<file path="config.mk">
export PLATFORM = sky130hd
export DESIGN_NAME = inst_fetch_queue
export DESIGN_NICKNAME = d
export VERILOG_FILES = /design/src/rtl/inst_fetch_queue_pkg.sv /design/src/rtl/inst_fetch_queue_fifo.sv /design/src/rtl/inst_fetch_queue.sv
export SDC_FILE = /design/constraint.sdc
export NUM_CORES = 1
export LEC_CHECK = 0
export CAP_MARGIN = 20
export CORE_AREA = 2 2 189 191
export DETAILED_ROUTE_END_ITERATION = 6
export DIE_AREA = 0 0 191 193
export GPL_TIMING_DRIVEN = 0
export PLACE_DENSITY = 0.77
export REMOVE_ABC_BUFFERS = 1
export SYNTH_ARGS = -nofsm -noshare
export SYNTH_HDL_FRONTEND = slang
export SYNTH_HIERARCHICAL = 1
export SYNTH_SLANG_ARGS = --single-unit
export TNS_END_PERCENT = 30
</file>
<file path="constraint.sdc">
create_clock -name clk -period 31.6 [get_ports clk]
set_input_delay 4.74 -clock clk [delete_from_list [all_inputs] [get_ports clk]]
set_output_delay 4.74 -clock clk [all_outputs]
set_load 0.01 [all_outputs]
</file>
<file path="src/rtl/inst_fetch_queue_pkg.sv">
// Shared types and constants for the instruction-fetch queue.
package inst_fetch_queue_pkg;

    localparam int unsigned INST_W = 32;
    localparam int unsigned PC_INC = 4;

    typedef enum logic {
        FS_FETCH = 1'b0,
        FS_DRAIN = 1'b1
    } fetchState_t;

    typedef struct packed {
        logic [INST_W-1:0] inst;
        logic [INST_W-1:0] pc;
        logic [INST_W-1:0] pcPlus4;
    } fetchEntry_t;

    // Sequential successor address; wraps modulo 2^32.
    function automatic logic [INST_W-1:0] pcNext(input logic [INST_W-1:0] pc);
        return pc + INST_W'(PC_INC);
    endfunction

endpackage

</file>
<file path="src/rtl/inst_fetch_queue_fifo.sv">
// Synchronous FIFO of fetched entries; flush clears it and wins over push.
module inst_fetch_queue_fifo
    import inst_fetch_queue_pkg::*;
#(
    parameter int unsigned DEPTH = 4
) (
    input  logic                       clk,
    input  logic                       reset,
    input  logic                       flush,
    input  logic                       push,
    input  fetchEntry_t                pushData,
    input  logic                       pop,
    output fetchEntry_t                popData,
    output logic [$clog2(DEPTH+1)-1:0] count
);

    localparam int unsigned PTR_W = $clog2(DEPTH);
    localparam int unsigned CNT_W = $clog2(DEPTH + 1);

    fetchEntry_t      mem [DEPTH];
    logic [PTR_W-1:0] head;
    logic [PTR_W-1:0] tail;
    logic             doPush;
    logic             doPop;
    logic             notEmpty;

    assign notEmpty = (count != '0);
    assign doPop    = pop && notEmpty;
    assign doPush   = push && ((count != CNT_W'(DEPTH)) || doPop);

    // Pointer and count update; DEPTH is a power of two so pointers wrap naturally.
    always_ff @(posedge clk) begin
        if (reset || flush) begin
            head  <= '0;
            tail  <= '0;
            count <= '0;
        end else begin
            if (doPush) tail <= tail + PTR_W'(1);
            if (doPop)  head <= head + PTR_W'(1);
            if (doPush && !doPop)
                count <= count + CNT_W'(1);
            else if (!doPush && doPop)
                count <= count - CNT_W'(1);
        end
    end

    always_ff @(posedge clk) begin
        if (doPush && !flush) mem[tail] <= pushData;
    end

    // Head reads as zero while empty so decode never sees stale words.
    assign popData = notEmpty ? mem[head] : '0;

endmodule

</file>
<file path="src/rtl/inst_fetch_queue.sv">
// Fetch stage: sequential address generation, single-outstanding imem
// handshake, redirect/drain control and the decode-facing queue.
module inst_fetch_queue
    import inst_fetch_queue_pkg::*;
#(
    parameter int unsigned DEPTH    = 4,
    parameter logic [31:0] RESET_PC = 32'h0000_0000
) (
    input  logic                       clk,
    input  logic                       reset,
    input  logic                       redirect_valid,
    input  logic [31:0]                redirect_pc,
    output logic                       imem_req,
    output logic [31:0]                imem_addr,
    input  logic                       imem_ack,
    input  logic [31:0]                imem_rdata,
    output logic                       inst_valid,
    input  logic                       inst_ready,
    output logic [31:0]                inst_data,
    output logic [31:0]                inst_pc,
    output logic [31:0]                inst_pc_plus4,
    output logic [$clog2(DEPTH+1)-1:0] occupancy
);

    localparam int unsigned CNT_W = $clog2(DEPTH + 1);

    fetchState_t       state;
    fetchState_t       stateNext;
    logic [INST_W-1:0] fetchPc;
    logic [INST_W-1:0] fetchPcNext;
    logic [INST_W-1:0] targetPc;
    logic [INST_W-1:0] targetPcNext;
    logic [INST_W-1:0] redirAligned;
    logic              reqLive;
    logic              pushEn;
    logic              popEn;
    fetchEntry_t       pushEntry;
    fetchEntry_t       headEntry;

    assign redirAligned = redirect_pc & 32'hFFFF_FFFC;

    always_ff @(posedge clk) begin
        if (reset) begin
            state    <= FS_FETCH;
            fetchPc  <= RESET_PC;
            targetPc <= RESET_PC;
        end else begin
            state    <= stateNext;
            fetchPc  <= fetchPcNext;
            targetPc <= targetPcNext;
        end
    end

    // fetchPc is always the address on the bus; targetPc parks a redirect during DRAIN.
    always_comb begin
        stateNext    = state;
        fetchPcNext  = fetchPc;
        targetPcNext = targetPc;
        reqLive      = 1'b0;
        pushEn       = 1'b0;
        case (state)
            FS_FETCH: begin
                reqLive = (occupancy < CNT_W'(DEPTH));
                if (redirect_valid) begin
                    if (reqLive && !imem_ack) begin
                        stateNext    = FS_DRAIN;
                        targetPcNext = redirAligned;
                    end else begin
                        fetchPcNext = redirAligned;
                    end
                end else if (reqLive && imem_ack) begin
                    pushEn      = 1'b1;
                    fetchPcNext = pcNext(fetchPc);
                end
            end
            FS_DRAIN: begin
                reqLive = 1'b1;
                if (redirect_valid) targetPcNext = redirAligned;
                if (imem_ack) begin
                    stateNext   = FS_FETCH;
                    fetchPcNext = redirect_valid ? redirAligned : targetPc;
                end
            end
            default: stateNext = FS_FETCH;
        endcase
    end

    assign imem_req  = reqLive && !reset;
    assign imem_addr = fetchPc;

    assign pushEntry = '{inst: imem_rdata, pc: fetchPc, pcPlus4: pcNext(fetchPc)};
    assign popEn     = inst_valid && inst_ready;

    inst_fetch_queue_fifo #(
        .DEPTH(DEPTH)
    ) u_queue (
        .clk     (clk),
        .reset   (reset),
        .flush   (redirect_valid),
        .push    (pushEn),
        .pushData(pushEntry),
        .pop     (popEn),
        .popData (headEntry),
        .count   (occupancy)
    );

    assign inst_valid    = (occupancy != '0);
    assign inst_data     = headEntry.inst;
    assign inst_pc       = headEntry.pc;
    assign inst_pc_plus4 = headEntry.pcPlus4;

endmodule

</file>
==> impl_results.md <==
- Placed Instances: 1,825
- Final non-filler cell area: between 20,000 and 25,000 sq um
- WL per Instance: 21.7 um
- Layout Nets: 1,490
- PostCTS Resize Cnt: 0
- WP data required: 26,860 ps
- Util after Layout: 66.8%
- Post-Syn Area per Cell: 15.7 sq um
- Part of the power in registers: between 50 and 60%
- Setup crit end kind: output port
- Layout cells sized above 1: 16.8%
- Worst Clk Skew: ~18 ps
- Kind of start point of the critical path: input pin
- Worst setup path category: in -> out
- Slew Limit Fails: 0
- Cells after synthesis: 1,210
- LEAKAGE: 7.52 nW
- EDFF count, synth: 384
- Switching share of power: 21.2%
- WL final: between 40,000 and 50,000 um
- Total power: 0.00132 W
- Register area share after synthesis: 68.7%
- Switching power: between 0.0002 and 0.0003 W
- Buffers on Ports: between 150 and 200
- Commonest non-fill, non-tap cell in the layout: edfxtp_1
- RD Place Congestion: 0.807
- Fmax: 93.8 MHz
- Pwr per Cell Area: between 50 and 60 nW/um^2
- Largest net degree at the start of global routing: 53
- TritonCTS buffer count: 47
- CTS hold repair buffers: 0
- Yosys reg bits: between 400 and 500
- Grt total ovfl: 0
- Most frequent cells in the layout: 384 x edfxtp_1, 197 x clkdlybuf4s50_1, 114 x nand2_1, 98 x nor2b_1, 96 x mux4_2
- Initial Utilization: a little over half
- Area grow syn2layout: 23.2%
- CTS tree: yes
- Clk_lat worst skew: roughly 550 ps
- Worst Path Max Fanout: 28
- Max Cap Viol: 0
- Worst-margin pin slew: 1050 ps
- Relative slew slack: 29.6%
- Core Area: between 30,000 and 40,000 sq um
- Setup repair after global routing missed its margin: no
- Via count: ~11,000
- Synth Cell Area: 19,000 sq um
- Post-route DRC violation count: 0
- IO Count: ~200
- Worst min path class: reg -> reg
- CTS Sinks: approximately 460
- Total GRT Usage: 22.6%
- Rows: 69
- Placed instance area: approximately 22,000 sq um
- WP data arrival: 5920 ps
- Top_reg_cell synth: edfxtp_1
- Clk slew on worst S/H paths: around 60 ps
- H-tree levels: 2
- Final Cycle Share: 33.7%
- Hold Violations, Final: 0
- Antenna Nets Post-Route: 0
- Setup TNS: 0 ps
- Endpoints failing setup: 0
- First-pass GRT wire length: 64,000 um
- Die width: 191 um
- Worst vdd ir: about 0.046 mV
- Die area: about 37,000 sq um
- Clock buffer depth: 3
- Die height: 193 um
- Post-Layout Cell Count: 1,915
- Fin crit period: 10,660 ps
- Combinational Power Share: roughly 7.3%
- Setup bufs post-CTS: 0
- HPWL after detailed placement: 27,400 um
- Initial antenna violation count: 6
- P_int: approximately 0.0010 W
- Yosys synthesis warning count: 6
- Outcome: completed
- Root Buffer: clkbuf_16
- Via-to-Cell Ratio: 5.84
- Post-synthesis cell type count: 60
- Clock network power share: 41.0%
- First DRT Iteration DRCs: 908
- Vias in the first global route: 11,200
- DRT Pass-1 Iters: 5
- Share of synthesized registers carrying an async set or reset: 0%
## metrics by stage
stage,hold slack (ps),setup WS [ps]
finish,454,20940
global route,473,20910
CTS,455,20970
detailed placement,447,20990
global placement,437,8740
floorplan,425,18220
## critical path, cell delays in order
cell and delay (ps):
buf_2 500, nor2_1 140, clkdlybuf4s50_1 520
## sequential cells by signal, summed over array words and instances (netlist names), named ones only
register / cells
u_queue/mem: 384
imem_addr: 32
state: 1
u_queue/head: 2
u_queue/tail: 2
targetPc: 32
u_queue/count: 3
## worst paths after layout
| kind | start | end | slack (ps) | cells past startpoint |
|---|---|---|---|---|
| hold reg to reg | targetPc[5] | targetPc[5] | 450 | 2 |
| hold / removal | targetPc[5] | targetPc[5] | 450 | 2 |
| setup / recovery | reset | imem_req | 20940 | 3 |
| setup reg to reg | state | u_queue/mem[3][88] | 27280 | 11 |
## final cells by class
| type | count | area (sq um) |
|---|---|---|
| antenna | 3 | 7.51 |
| clock buffer | 61 | 1260 |
| clock inverter | 25 | 254 |
| fill | 2388 | 11600 |
| inverter | 14 | 52.6 |
| multi-input combinational | 632 | 5360 |
| sequential | 458 | 13000 |
| tap | 461 | 577 |
| timing repair buffer | 261 | 2820 |
## cell families (layout without fill, tap and decap cells)
| family | after synthesis | in the layout | share of synthesized area [%] |
|---|---|---|---|
| adders and majority gates | 7 | 7 | 0.502 |
| muxes | 107 | 107 | 12.0 |
| AOI/OAI and AO/OA | 148 | 148 | 4.79 |
| DFF | 458 | 458 | 68.7 |
| other | 0 | 3 | 0 |
| xor gates and xnor gates | 30 | 30 | 1.39 |
| buffers and inverters | 120 | 361 | 3.31 |
| and+or+nand+nor | 340 | 340 | 9.35 |
## power by group through the flow
stage          clock network [W]  logic [W]  registers (W)
6_report                0.000539  0.0000967       0.000680
5_1_grt                 0.000573   0.000104       0.000682
4_1_cts                 0.000551  0.0000972       0.000680
3_5_place_dp                   0  0.0000966       0.000693
3_3_place_gp                   0  0.0000893       0.000695
2_1_floorplan                  0  0.0000397       0.000691
## synthesized netlist by cell type (all sizes together), types with 2 or more instances
library cell | number | area share (%)
o211ai | 10 | 0.40
a32o | 3 | 0.16
nand2b | 3 | 0.099
inv | 14 | 0.28
or4b | 2 | 0.11
ha | 6 | 0.40
edfxtp | 384 | 61
xnor2 | 17 | 0.79
o21ai | 39 | 1.0
nor2b | 98 | 3.2
and2 | 2 | 0.066
a31o | 2 | 0.092
a31oi | 4 | 0.13
a22oi | 2 | 0.079
nor3b | 5 | 0.20
o31a | 5 | 0.23
nand4 | 5 | 0.24
and4 | 3 | 0.14
or2 | 3 | 0.099
o2111ai | 3 | 0.14
nor4 | 10 | 0.33
dfxtp | 74 | 7.8
clkbuf | 50 | 0.99
a211oi | 4 | 0.16
nand2 | 114 | 2.3
a41oi | 2 | 0.13
xor2 | 13 | 0.60
a21o | 2 | 0.079
o32ai | 3 | 0.14
or3 | 6 | 0.20
o31ai | 3 | 0.12
buf | 56 | 2.0
nor3 | 11 | 0.32
mux4 | 96 | 11
and3 | 12 | 0.40
o22ai | 4 | 0.13
nor2 | 30 | 0.59
nand3 | 29 | 0.77
a21oi | 56 | 1.5
mux2i | 10 | 0.53
or4 | 5 | 0.22
## routing by layer
layer	share of wire, %	GRT usage, %
met5	0.065	0
met4	1.9	6.26
met3	6.1	4.11
met2	49	36.6
met1	43	32.0
Power figures use the tool's default switching activity.
